File: src/rtl/nbcac_pkg.sv
// nbcac_pkg
//   Shared constants and elaboration-time helpers for the pipelined NBCAC
//   (Fibonacci-weighted) encoder.
//   nbcac_weight(code_w, k) : weight of code bit d[k] (k = 1..code_w)
//   nbcac_capacity(code_w)  : sum of all weights (largest encodable value)
//   nbcac_res_w(code_w)     : residual width able to hold 0..capacity
package nbcac_pkg;

  // Smallest codeword the weight recurrence is defined for.
  localparam int NBCAC_MIN_CODE_W = 4;

  // w[1]=1, w[n]=w[n-1]=2, w[k]=w[k+1]+w[k+2] for 2 <= k <= n-2.
  function automatic int nbcac_weight(input int code_w, input int k);
    int w;
    int nxt;
    int nxt2;
    w    = 0;
    nxt  = 2;
    nxt2 = 2;
    if (k == 1) begin
      w = 1;
    end else if (k >= code_w - 1) begin
      w = 2;
    end else begin
      // Walk down from the top two weights; nxt holds w[j+1], nxt2 w[j+2].
      for (int j = code_w - 2; j >= k; j--) begin
        w    = nxt + nxt2;
        nxt2 = nxt;
        nxt  = w;
      end
    end
    return w;
  endfunction

  // Sum of all weights: the largest value a codeword can represent.
  function automatic int nbcac_capacity(input int code_w);
    int sum;
    sum = 0;
    for (int k = 1; k <= code_w; k++) begin
      sum = sum + nbcac_weight(code_w, k);
    end
    return sum;
  endfunction

  // Residual width: enough bits for any value 0..capacity.
  function automatic int nbcac_res_w(input int code_w);
    return $clog2(nbcac_capacity(code_w) + 1);
  endfunction

endpackage

File: src/rtl/nbcac_enc_stage.sv
// nbcac_enc_stage
//   One registered bit-decision stage (code bit d[STAGE]) of the NBCAC encoder.
//   Ports:
//     clk, rst_n            : clock, async active-low reset
//     prev_valid/code/res   : contents of the preceding stage register
//     next_load             : downstream stage will load this cycle
//     load                  : this stage loads this cycle (empty or advancing)
//     valid/code/res        : this stage register (partial code d[1..STAGE])
module nbcac_enc_stage
  import nbcac_pkg::*;
#(
  parameter int CODE_W = 8,
  parameter int RES_W  = 7,
  parameter int STAGE  = 2,
  parameter int W_K    = 26,
  parameter int W_NEXT = 16
) (
  input  logic              clk,
  input  logic              rst_n,
  input  logic              prev_valid,
  input  logic [CODE_W-1:0] prev_code,
  input  logic [RES_W-1:0]  prev_res,
  input  logic              next_load,
  output logic              load,
  output logic              valid,
  output logic [CODE_W-1:0] code,
  output logic [RES_W-1:0]  res
);

  localparam logic [RES_W-1:0] W_K_V  = RES_W'(W_K);
  localparam logic [RES_W-1:0] W_HI_V = RES_W'(W_K + W_NEXT);

  logic              valid_r;
  logic [CODE_W-1:0] code_r;
  logic [RES_W-1:0]  res_r;
  logic              bit_s;
  logic [RES_W-1:0]  res_nxt_s;
  logic [CODE_W-1:0] code_nxt_s;

  // An empty stage, or one whose word moves on this cycle, can take a new one.
  assign load  = ~valid_r | next_load;
  assign valid = valid_r;
  assign code  = code_r;
  assign res   = res_r;

  // Bit decision: the ambiguous window [w_k, w_k+w_k+1) repeats the previous
  // bit, which is what keeps isolated 1s/0s out of the codeword.
  always_comb begin
    bit_s      = 1'b0;
    res_nxt_s  = prev_res;
    code_nxt_s = prev_code;
    if (prev_res >= W_HI_V) begin
      bit_s = 1'b1;
    end else if (prev_res < W_K_V) begin
      bit_s = 1'b0;
    end else begin
      bit_s = prev_code[STAGE-2];
    end
    if (bit_s) begin
      res_nxt_s = prev_res - W_K_V;
    end else begin
      res_nxt_s = prev_res;
    end
    code_nxt_s[STAGE-1] = bit_s;
  end

  // Stage register: data only captured for a real word so an empty stage is
  // quiet yet deterministic.
  always_ff @(posedge clk or negedge rst_n) begin
    if (!rst_n) begin
      valid_r <= 1'b0;
      code_r  <= {CODE_W{1'b0}};
      res_r   <= {RES_W{1'b0}};
    end else if (load) begin
      valid_r <= prev_valid;
      if (prev_valid) begin
        code_r <= code_nxt_s;
        res_r  <= res_nxt_s;
      end
    end
  end

endmodule

File: src/rtl/nbcac_enc_pipe.sv
// nbcac_enc_pipe
//   Pipelined NBCAC encoder: DATA_W-bit binary word -> CODE_W-bit codeword,
//   one code bit resolved per stage, valid/ready on both sides.
//   Ports:
//     clk, rst_n             : clock, async active-low reset
//     in_valid/in_ready      : input handshake, in_data = binary word
//     out_valid/out_ready    : output handshake, out_code = codeword
//                              (bit 0 = d[1]), out_err = residual check failed
module nbcac_enc_pipe
  import nbcac_pkg::*;
#(
  parameter int DATA_W = 6,
  parameter int CODE_W = 8
) (
  input  logic              clk,
  input  logic              rst_n,
  input  logic              in_valid,
  output logic              in_ready,
  input  logic [DATA_W-1:0] in_data,
  output logic              out_valid,
  input  logic              out_ready,
  output logic [CODE_W-1:0] out_code,
  output logic              out_err
);

  localparam int RES_W  = nbcac_res_w(CODE_W);
  localparam int CAP    = nbcac_capacity(CODE_W);
  localparam int W_LAST = nbcac_weight(CODE_W, CODE_W);
  localparam logic [RES_W-1:0] W_LAST_V = RES_W'(W_LAST);

  if ((CODE_W < NBCAC_MIN_CODE_W) || (((2 ** DATA_W) - 1) > CAP)) begin : g_bad_cfg
    $error("nbcac_enc_pipe: DATA_W/CODE_W combination cannot be encoded");
  end

  // Per-stage views, index = stage number (1 .. CODE_W-1); load_s also covers
  // the final stage.
  logic              vld_s  [1:CODE_W-1];
  logic [CODE_W-1:0] code_s [1:CODE_W-1];
  logic [RES_W-1:0]  res_s  [1:CODE_W-1];
  logic              load_s [1:CODE_W];

  logic              s1_valid_r;
  logic [CODE_W-1:0] s1_code_r;
  logic [RES_W-1:0]  s1_res_r;

  logic              last_valid_s;
  logic [CODE_W-1:0] last_code_s;
  logic [RES_W-1:0]  last_res_s;
  logic              fin_bit_s;
  logic              fin_err_s;
  logic [CODE_W-1:0] fin_code_s;

  logic              out_valid_r;
  logic [CODE_W-1:0] out_code_r;
  logic              out_err_r;

  // ---------------- stage 1: d[1] is the LSB, residual is the even part
  assign load_s[1] = ~s1_valid_r | load_s[2];
  assign in_ready  = load_s[1];
  assign vld_s[1]  = s1_valid_r;
  assign code_s[1] = s1_code_r;
  assign res_s[1]  = s1_res_r;

  // Stage-1 register: captures the accepted word.
  always_ff @(posedge clk or negedge rst_n) begin
    if (!rst_n) begin
      s1_valid_r <= 1'b0;
      s1_code_r  <= {CODE_W{1'b0}};
      s1_res_r   <= {RES_W{1'b0}};
    end else if (load_s[1]) begin
      s1_valid_r <= in_valid;
      if (in_valid) begin
        s1_code_r <= {{(CODE_W-1){1'b0}}, in_data[0]};
        s1_res_r  <= RES_W'({in_data[DATA_W-1:1], 1'b0});
      end
    end
  end

  // ---------------- stages 2 .. CODE_W-1
  for (genvar k = 2; k <= CODE_W - 1; k++) begin : g_stage
    nbcac_enc_stage #(
      .CODE_W (CODE_W),
      .RES_W  (RES_W),
      .STAGE  (k),
      .W_K    (nbcac_weight(CODE_W, k)),
      .W_NEXT (nbcac_weight(CODE_W, k + 1))
    ) u_stage (
      .clk        (clk),
      .rst_n      (rst_n),
      .prev_valid (vld_s[k-1]),
      .prev_code  (code_s[k-1]),
      .prev_res   (res_s[k-1]),
      .next_load  (load_s[k+1]),
      .load       (load_s[k]),
      .valid      (vld_s[k]),
      .code       (code_s[k]),
      .res        (res_s[k])
    );
  end

  // ---------------- final stage: top bit absorbs whatever residual is left
  assign last_valid_s     = vld_s[CODE_W-1];
  assign last_code_s      = code_s[CODE_W-1];
  assign last_res_s       = res_s[CODE_W-1];
  assign load_s[CODE_W]   = ~out_valid_r | out_ready;

  // Final bit and residual check: a legal leftover is either 0 or w[CODE_W].
  always_comb begin
    fin_bit_s  = 1'b0;
    fin_err_s  = 1'b0;
    fin_code_s = last_code_s;
    if (last_res_s != {RES_W{1'b0}}) begin
      fin_bit_s = 1'b1;
    end else begin
      fin_bit_s = 1'b0;
    end
    if ((last_res_s == {RES_W{1'b0}}) || (last_res_s == W_LAST_V)) begin
      fin_err_s = 1'b0;
    end else begin
      fin_err_s = 1'b1;
    end
    fin_code_s[CODE_W-1] = fin_bit_s;
  end

  // Output register: holds code/err steady while the sink stalls.
  always_ff @(posedge clk or negedge rst_n) begin
    if (!rst_n) begin
      out_valid_r <= 1'b0;
      out_code_r  <= {CODE_W{1'b0}};
      out_err_r   <= 1'b0;
    end else if (load_s[CODE_W]) begin
      out_valid_r <= last_valid_s;
      if (last_valid_s) begin
        out_code_r <= fin_code_s;
        out_err_r  <= fin_err_s;
      end
    end
  end

  assign out_valid = out_valid_r;
  assign out_code  = out_code_r;
  assign out_err   = out_err_r;

endmodule

File: config.mk
export PLATFORM = sky130hd
export DESIGN_NAME = nbcac_enc_pipe
export DESIGN_NICKNAME = d
export VERILOG_FILES = /design/src/rtl/nbcac_pkg.sv /design/src/rtl/nbcac_enc_stage.sv /design/src/rtl/nbcac_enc_pipe.sv
export SDC_FILE = /design/constraint.sdc
export NUM_CORES = 1
export LEC_CHECK = 0
export CAP_MARGIN = 30
export CORE_ASPECT_RATIO = 0.5
export CORE_MARGIN = 2
export CORE_UTILIZATION = 30
export DETAILED_ROUTE_END_ITERATION = 10
export PLACE_DENSITY_LB_ADDON = 0.12
export SLEW_MARGIN = 20
export SYNTH_ARGS = -nofsm -noshare
export SYNTH_HDL_FRONTEND = slang
export SYNTH_SLANG_ARGS = --single-unit
File: constraint.sdc
create_clock -name clk -period 2.18 [get_ports clk]
set_clock_uncertainty 0.1 [all_clocks]
set_input_delay 0.545 -clock clk [delete_from_list [all_inputs] [get_ports clk]]
set_output_delay 0.545 -clock clk [all_outputs]
set_load 0.02 [all_outputs]
# Yosys cells after proc, flatten, opt, wreduce, memory -nomap -nowiden
# Index checks and enable logic that the tools add are counted.
# op_classes
n_addsub,6
magnitude_cmp,12
eq_ne,1
muxes,20
n_bitwise,16
n_reduce_logical,11
# ops
operator,count
$mux 7,6
$reduce_and 2->1,8
$ge 7x3->1 const B,2
$ge 7x5->1 const B,2
$lt 7x3->1 const B,2
$mux 1,14
$sub 7x3->7 const B,2
$not 1->1,8
$or 1x1->1,8
$eq 7x2->1 const B,1
$ge 7x4->1 const B,1
$logic_not 7->1,1
$lt 7x2->1 const B,1
$lt 7x4->1 const B,1
$lt 7x5->1 const B,1
$reduce_bool 7->1,1
$sub 6x5->7 const B,1
$sub 7x2->7 const B,1
$sub 7x4->7 const B,1
$sub 7x5->7 const B,1
$ge 6x6->1 const B,1
$lt 6x5->1 const B,1
$logic_or 1x1->1,1
# totals
ff_bits,92
output_inout_bits,11
elab_cells,90

# Logic depth before layout (Yosys ltp)
# Gate-level depths: netlist of the first run.
# logic_depth
depth_word,10
ltp_mapped,6

# Hierarchy
# From an unflattened synthesis of the first run, not the netlist that was laid out.
# hier_totals
cells_unflattened,426
area_unflattened_um2,5212.5
# modules_own_cells
module,instances,cells_per_inst,area_each_um2
nbcac_enc_stage (g_stage[2].u_stage),1,76,825.8
nbcac_enc_stage (g_stage[4].u_stage),1,63,770.7
nbcac_enc_stage (g_stage[5].u_stage),1,67,765.7
nbcac_enc_stage (g_stage[6].u_stage),1,60,732.0
nbcac_enc_stage (g_stage[7].u_stage),1,64,730.7
nbcac_enc_stage (g_stage[3].u_stage),1,53,713.2
nbcac_enc_pipe,1,43,674.4

# Worst setup path after synthesis of the first run
# Ideal clock, no wire load.
# synth_timing
kind,input -> register
start,input out_ready
end,register s1_code_r[0]
setup_time_ps,125
arrival_ps,1657
t_required_ps,1955
setup_slack_ps,298
path_stages,4
path_buffers,0
cell_sequence,and4b_1 nand3_1 nand2_2 mux2_2
# synth_via
elab_chain_len,9
# synth_lines
item,line_no,text
start: declaration,nbcac_enc_pipe.sv:21,"input logic out_ready,"
$or 1x1->1,nbcac_enc_pipe.sv:105,assign load_s[CODE_W] = ~out_valid_r | out_ready;
$or 1x1->1 (6 in series),nbcac_enc_stage.sv:41,assign load = ~valid_r | next_load;
$or 1x1->1,nbcac_enc_pipe.sv:58,assign load_s[1] = ~s1_valid_r | load_s[2];
net in_ready,nbcac_enc_pipe.sv:18,"output logic in_ready,"
$reduce_and 2->1 (no line),-,
end signal: assignment,nbcac_enc_pipe.sv:68,s1_code_r <= {CODE_W{1'b0}};
end signal: assignment,nbcac_enc_pipe.sv:73,"s1_code_r <= {{(CODE_W-1){1'b0}}, in_data[0]};"
end: declaration,nbcac_enc_pipe.sv:43,logic [CODE_W-1:0] s1_code_r;
# The timed path passes the listed nets, and every way through them passes these cells.
# A chain may end at the register's enable or synchronous reset.

# Final worst setup path of the first run
# layout_timing
start,register out_valid_r (netlist: out_valid)
end,output out_valid
# layout_lines
item,line_no,text
start: declaration,nbcac_enc_pipe.sv:53,logic out_valid_r;
start signal: assignment,nbcac_enc_pipe.sv:132,out_valid_r <= last_valid_s;
end: declaration,nbcac_enc_pipe.sv:20,"output logic out_valid,"
# No word-level cell between the ends.

==> results of run 1 <==
==> worst register-to-register path, stage by stage, from the launching register on <==
cell	delay, ps
dfrtp_1	450
inv_1	90
ha_1	190
nor3b_1	340
o21ai_0	270
mux2i_1	220
o21ai_0	100
==> metal layers <==
layer,wire length (um),vias to the layer above,track usage (%)
li1,-,1342,-
met1,3612,1302,14.49
met2,3444,21,19.42
met3,208,9,3.778
met4,113,0,3.997
met5,0,-,0
==> how the worst min path moves through the flow <==
| stage | from | end | cells after the start |
|---|---|---|---|
| floorplan | rst_n | g_stage[2].u_stage.code[0]$_DFFE_PN0P_ | 0 |
| global placement | rst_n | s1_res_r[4]$_DFFE_PN0P_ | 1 |
| detailed placement | rst_n | s1_res_r[5]$_DFFE_PN0P_ | 1 |
| CTS | g_stage[7].u_stage.code[6]$_DFFE_PN0P_ | g_stage[7].u_stage.code[6]$_DFFE_PN0P_ | 2 |
| global route | out_code[7]$_DFFE_PN0P_ | out_code[7]$_DFFE_PN0P_ | 2 |
| finish | out_err$_DFFE_PN0P_ | out_err$_DFFE_PN0P_ | 2 |
==> power groups by stage <==
stage,clock (uW),sequential (uW),combinational (uW)
3_3_place_gp,0,2740,2250
5_1_grt,1940,2840,2590
2_1_floorplan,0,2720,1560
6_report,1810,2730,2280
3_5_place_dp,0,2770,2300
4_1_cts,1870,2740,2320
==> cell families after synthesis <==
group | count (synthesis) | synth area share (%)
compound gates | 74 | 11.97
mux | 48 | 13.35
xor+xnor | 11 | 2.419
simple gates | 96 | 12.00
fa+ha+maj | 11 | 3.456
buf+inv | 25 | 2.765
flops | 86 | 54.04
==> metrics by stage <==
stage | setup slack, ps | TNS (ps) | utilization [%] | cell area [um^2]
5_1_grt | 70.44 | 0 | 38.52 | 4933
3_5_place_dp | -441.1 | -4542 | 35.52 | 4549
2_1_floorplan | 298.4 | 0 | - | 3983
6_report | 122.4 | 0 | 38.52 | 4933
3_3_place_gp | -436.0 | -3544 | 35.52 | 4549
4_1_cts | 98.29 | 0 | 38.52 | 4933
==> synthesized netlist by cell type (5+ instances only) <==
cell | number | area (um^2)
buf_2 | 7 | 35.03
nor2_1 | 8 | 30.03
mux2_2 | 39 | 439.2
mux2i_1 | 7 | 70.07
a21oi_1 | 12 | 60.06
dfrtp_1 | 86 | 2152
inv_1 | 17 | 63.81
a21o_1 | 5 | 37.54
ha_1 | 11 | 137.6
nand2_1 | 48 | 180.2
xnor2_1 | 9 | 78.83
nand2b_1 | 7 | 43.79
o21ai_0 | 34 | 170.2
nor3_1 | 11 | 55.05
o31ai_1 | 5 | 37.54
==> area by class of cell <==
| class | instances | area [um^2] |
|---|---|---|
| multi-input cells | 240 | 1725 |
| flip-flops and latches | 86 | 2152 |
| clock inverters | 6 | 115.1 |
| repair buffers | 45 | 425.4 |
| fillers | 1250 | 7875 |
| clock buffers | 10 | 239.0 |
| well taps | 170 | 212.7 |
| inverters | 17 | 63.81 |
==> flip-flops by register name, summed over array words and instances (netlist names) <==
name                   cells
g_stage.u_stage.code      27
g_stage.u_stage.res       36
g_stage.u_stage.valid      6
out_code                   8
out_err                    1
out_valid                  1
s1_code_r                  1
s1_res_r                   5
s1_valid_r                 1
==> timing repair <==
action                                 in CTS  in global routing
setup endpoints to repair                   1                  0
gates resized for setup                     8                  0
buffers inserted                            2                  0
hold buffers                                1                  0
endpoints found under the hold margin      12                  0
==> metrics.cfg, run 1 <==
[synth]
synthFlopType=dfrtp_1
synth_edf_count=0
ys_ff_latch=86
async_flop_share_pct=100.0
synthCells=351
postSynthAreaPerCell_um2=11.35
yosysWarnings=0
synth_nets=372
yosysSeqAreaShare_pct=54.04
synth_cell_types=49
syn_area_um2=3983

[setup_path]
cp.arrival_ps=1410
endpoint_kind=output pin
crit_buf_inv=2
path_delay_family=buffers and inverters
worst-r2r-setup-slack_ps=300
reg2reg_from=g_stage[4].u_stage.res[2]$_DFFE_PN0P_
cp_max_fo=4
endpoint=out_valid
start_kind=register
worstSetupStartpoint=out_valid$_DFFE_PN0P_
path_cells=buf_4, clkdlybuf4s50_1
max_stage_delay_ps=610
crit_cells=2
reg2reg_to=g_stage[5].u_stage.res[2]$_DFFE_PN0P_
crit_type=register to output pin
rr_worst_depth=6
crit_path_top_delay_cell=clkdlybuf4s50_1
required_ps=1530

[route]
drt-total-wl_mm=7.378
vias=2674
firstDrtPassIters=4
vias_per_cell=4.659
wl_per_cell_um=12.85
drc_errors=0
drt_iter0_drc=83
antenna_left=0

[clock_network]
clockBufferDepth=2
cts_root_buf=clkbuf_16
clock_latency_ps=340
clock-sinks=86
cts_max_level=3
cts_tree=built
clkTransAtPathRegs_ps=70
numCtsBuffers=9

[power]
peakVddDrop_uv=509.1
p_int_uw=4577
power_switching_uw=2239
power_frac_seq_pct=40.0
power_frac_comb_pct=33.4
pwr-share-clk_pct=26.5
p_leak_uw=0.002177
power.total_uw=6817
power_density_nw_per_um2=1382
swShare_pct=32.85

[sta]
drv_slew=0
worst_slew_pin_slew_ps=441.1
slew_headroom_pct=70.28
hold_viol_final=0
whs_ps=376.6
setup_viol=0
rsz0062_at_grt=no
period_share_pct=94.39
timing.fmax_mhz=486.0
fin_crit_ps=2058

[global_routing]
grt_pass1_vias=2771
grt-ovfl-total=0
grt_pass1_wl_mm=13.30
grt_usage_pct=11.68
antenna_found_initial=0
grt_max_degree=45

[status]
status=finished clean

[floorplanning]
num_io_pins=21
rows=29
fp.dieH_um=85.47
die_x_um=166.9
core_area_um2=12810
initial_core_util_pct=31.09
die-area_um2=14270

[finish]
drive_gt1_share_pct=22.28
synthToLayoutAreaGrowth_pct=23.88
final_common_cell=dfrtp_1
layout.nets=420
final_cell_mix=dfrtp_1, nand2_1, mux2_2, o21ai_0, buf_4
n_antenna_cell=0
finalNonFillerCells=574

[place]
hpwl_mm=5.431
gp_congestion=0.7269
io_buffers=20
dp.cells=555

[job]
drv_cap=0

[hold_path]
hold_path.class=register to register

Note: power is estimated with default switching activity, not from simulation.
==> run 2: changes to the inputs <==
--- a/config.mk
+++ b/config.mk
@@ -10,7 +10,7 @@
 export CORE_MARGIN = 2
 export CORE_UTILIZATION = 30
 export DETAILED_ROUTE_END_ITERATION = 10
-export PLACE_DENSITY_LB_ADDON = 0.12
+export PLACE_DENSITY = 0.56
 export SLEW_MARGIN = 20
 export SYNTH_ARGS = -nofsm -noshare
 export SYNTH_HDL_FRONTEND = slang
==> run 2 against run 1 <==
Sequential cell count is the same. Global-route usage shrank 0.84 points. Worst hold slack lost 330 ps. Final area shrank 0.23%. Largest cell class unchanged.
==> metrics.cfg, run 2 (synthesized netlist as in run 1, its figures left out) <==
[status]
status=finished clean

[sta]
setup_viol=0  ; unchanged
fin_crit_ps=2053  ; -4.672 ps
slew_headroom_pct=69.12  ; -1.2 points
period_share_pct=94.17  ; -0.21 points
hold_viol_final=0  ; unchanged
rsz0062_at_grt=no
timing.fmax_mhz=487.1  ; +0.23%
worst_slew_pin_slew_ps=459.6  ; +18.53 ps
drv_slew=0  ; unchanged
whs_ps=42.20  ; -334.4 ps
fin_setup_tns_ps=0  ; unchanged

[clock_network]
post_cts_resized=7  ; -1
cts_tree=built
cts_max_level=3  ; unchanged
clock-sinks=86  ; unchanged
cts_setup_buffers=0  ; -2
clock_latency_ps=330  ; about the same
cts_hold_buf=0  ; -1
clockBufferDepth=2  ; unchanged
clkTransAtPathRegs_ps=60  ; about the same
cts_root_buf=clkbuf_16
numCtsBuffers=9  ; unchanged

[finish]
final_cell_mix=dfrtp_1, nand2_1, mux2_2, o21ai_0, buf_4
seq_area_um2=2152  ; unchanged
multi_input_area_um2=1725  ; unchanged
drive_gt1_share_pct=22.91  ; +0.63 points
finalNonFillerCells=576  ; +0.35%
largest_register_ffs=36  ; unchanged
synthToLayoutAreaGrowth_pct=23.59
n_fill_cell=1260  ; +0.80%
n_antenna_cell=0  ; unchanged
final_common_cell=dfrtp_1
layout.nets=422  ; +0.48%

[floorplanning]
rows=29  ; unchanged
num_io_pins=21  ; unchanged
core_area_um2=12810  ; unchanged
die_x_um=166.9  ; unchanged
initial_core_util_pct=31.09  ; unchanged
die-area_um2=14270  ; unchanged
fp.dieH_um=85.47  ; unchanged

[global_routing]
grt_pass1_wl_mm=12.41  ; -6.7%
antenna_found_initial=0  ; unchanged
grt_pass1_vias=2620  ; -5.4%
grt_usage_pct=10.84  ; -0.84 points
grt-ovfl-total=0  ; unchanged
grt_max_degree=46  ; +2.2%

[setup_path]
cp_max_fo=4  ; unchanged
cp.arrival_ps=1410  ; about the same
endpoint_kind=output pin
crit_type=register to output pin
start_kind=register
required_ps=1530  ; about the same

[hold_path]
hold_path.class=input port to async pin

[route]
drt-total-wl_mm=6.953  ; -5.8%
antenna_left=0  ; unchanged
drt_iter0_drc=84  ; +1.2%
drc_errors=0  ; unchanged
wl_per_cell_um=12.07  ; -6.1%
firstDrtPassIters=4  ; unchanged
vias=2633  ; -1.5%
vias_per_cell=4.571  ; -1.9%

[place]
hpwl_mm=5.059  ; -6.8%
gp_congestion=0.8238  ; +13%
io_buffers=20  ; unchanged
dp.cells=560  ; +0.90%

[power]
p_leak_uw=0.002179  ; about the same
peakVddDrop_uv=448.2  ; -12%
power_density_nw_per_um2=1359  ; -1.7%

[job]
drv_cap=0  ; unchanged

[run 2: per-stage QoR]
step                worst slack (ps)  cell area, um^2  power, uW  util, %
finish                         127.1             4922       6687    38.43
global route                   61.32             4922       7233    38.43
CTS                            102.6             4922       6799    38.43
detailed placement            -444.7             4587       5093    35.81
global placement              -457.2             4587       5034    35.81
floorplan                      298.4             3983       4280        -
[run 2: report_power, final]
part | switching (uW) | leakage [uW] | internal [uW]
logic | 1070 | 0.000987 | 1230
clock network | 603 | 0.000162 | 1070
registers | 503 | 0.00103 | 2220
total | 2180 | 0.00218 | 4510
[run 2: worst paths after layout]
check	cells past startpoint	to	start	slack [ps]
max	2	out_valid	out_valid$_DFFE_PN0P_	130
min	1	s1_res_r[2]$_DFFE_PN0P_	rst_n	40
max reg2reg	6	g_stage[5].u_stage.res[2]$_DFFE_PN0P_	g_stage[4].u_stage.res[1]$_DFFE_PN0P_	330
min reg2reg	2	g_stage[7].u_stage.res[6]$_DFFE_PN0P_	g_stage[7].u_stage.res[6]$_DFFE_PN0P_	370
max in group asynchronous	2	out_code[1]$_DFFE_PN0P_	rst_n	1350
min in group clk	2	g_stage[7].u_stage.res[6]$_DFFE_PN0P_	g_stage[7].u_stage.res[6]$_DFFE_PN0P_	370
[run 2: cell type report]
type,instances,area share [%]
Inverter,17,1.296
Timing Repair Buffer,47,8.821
Clock inverter,5,1.652
Clock buffer,11,5.135
Sequential cell,86,43.72
Tap cell,170,4.321
Multi-Input combinational cell,240,35.05
[run 2: routing by layer]
layer / track usage (%) / vias up / part of all wire, %
li1: - / 1349 / -
met3: 3.358 / 10 / 2.5
met2: 17.13 / 27 / 43
met5: 0 / - / 0
met4: 4.467 / 0 / 1.7
met1: 13.94 / 1247 / 53
[run 2: worst max-delay path: stages (launching register included)]
cell and delay [ps]:
dfrtp_1 340, buf_4 130, clkdlybuf4s50_1 610
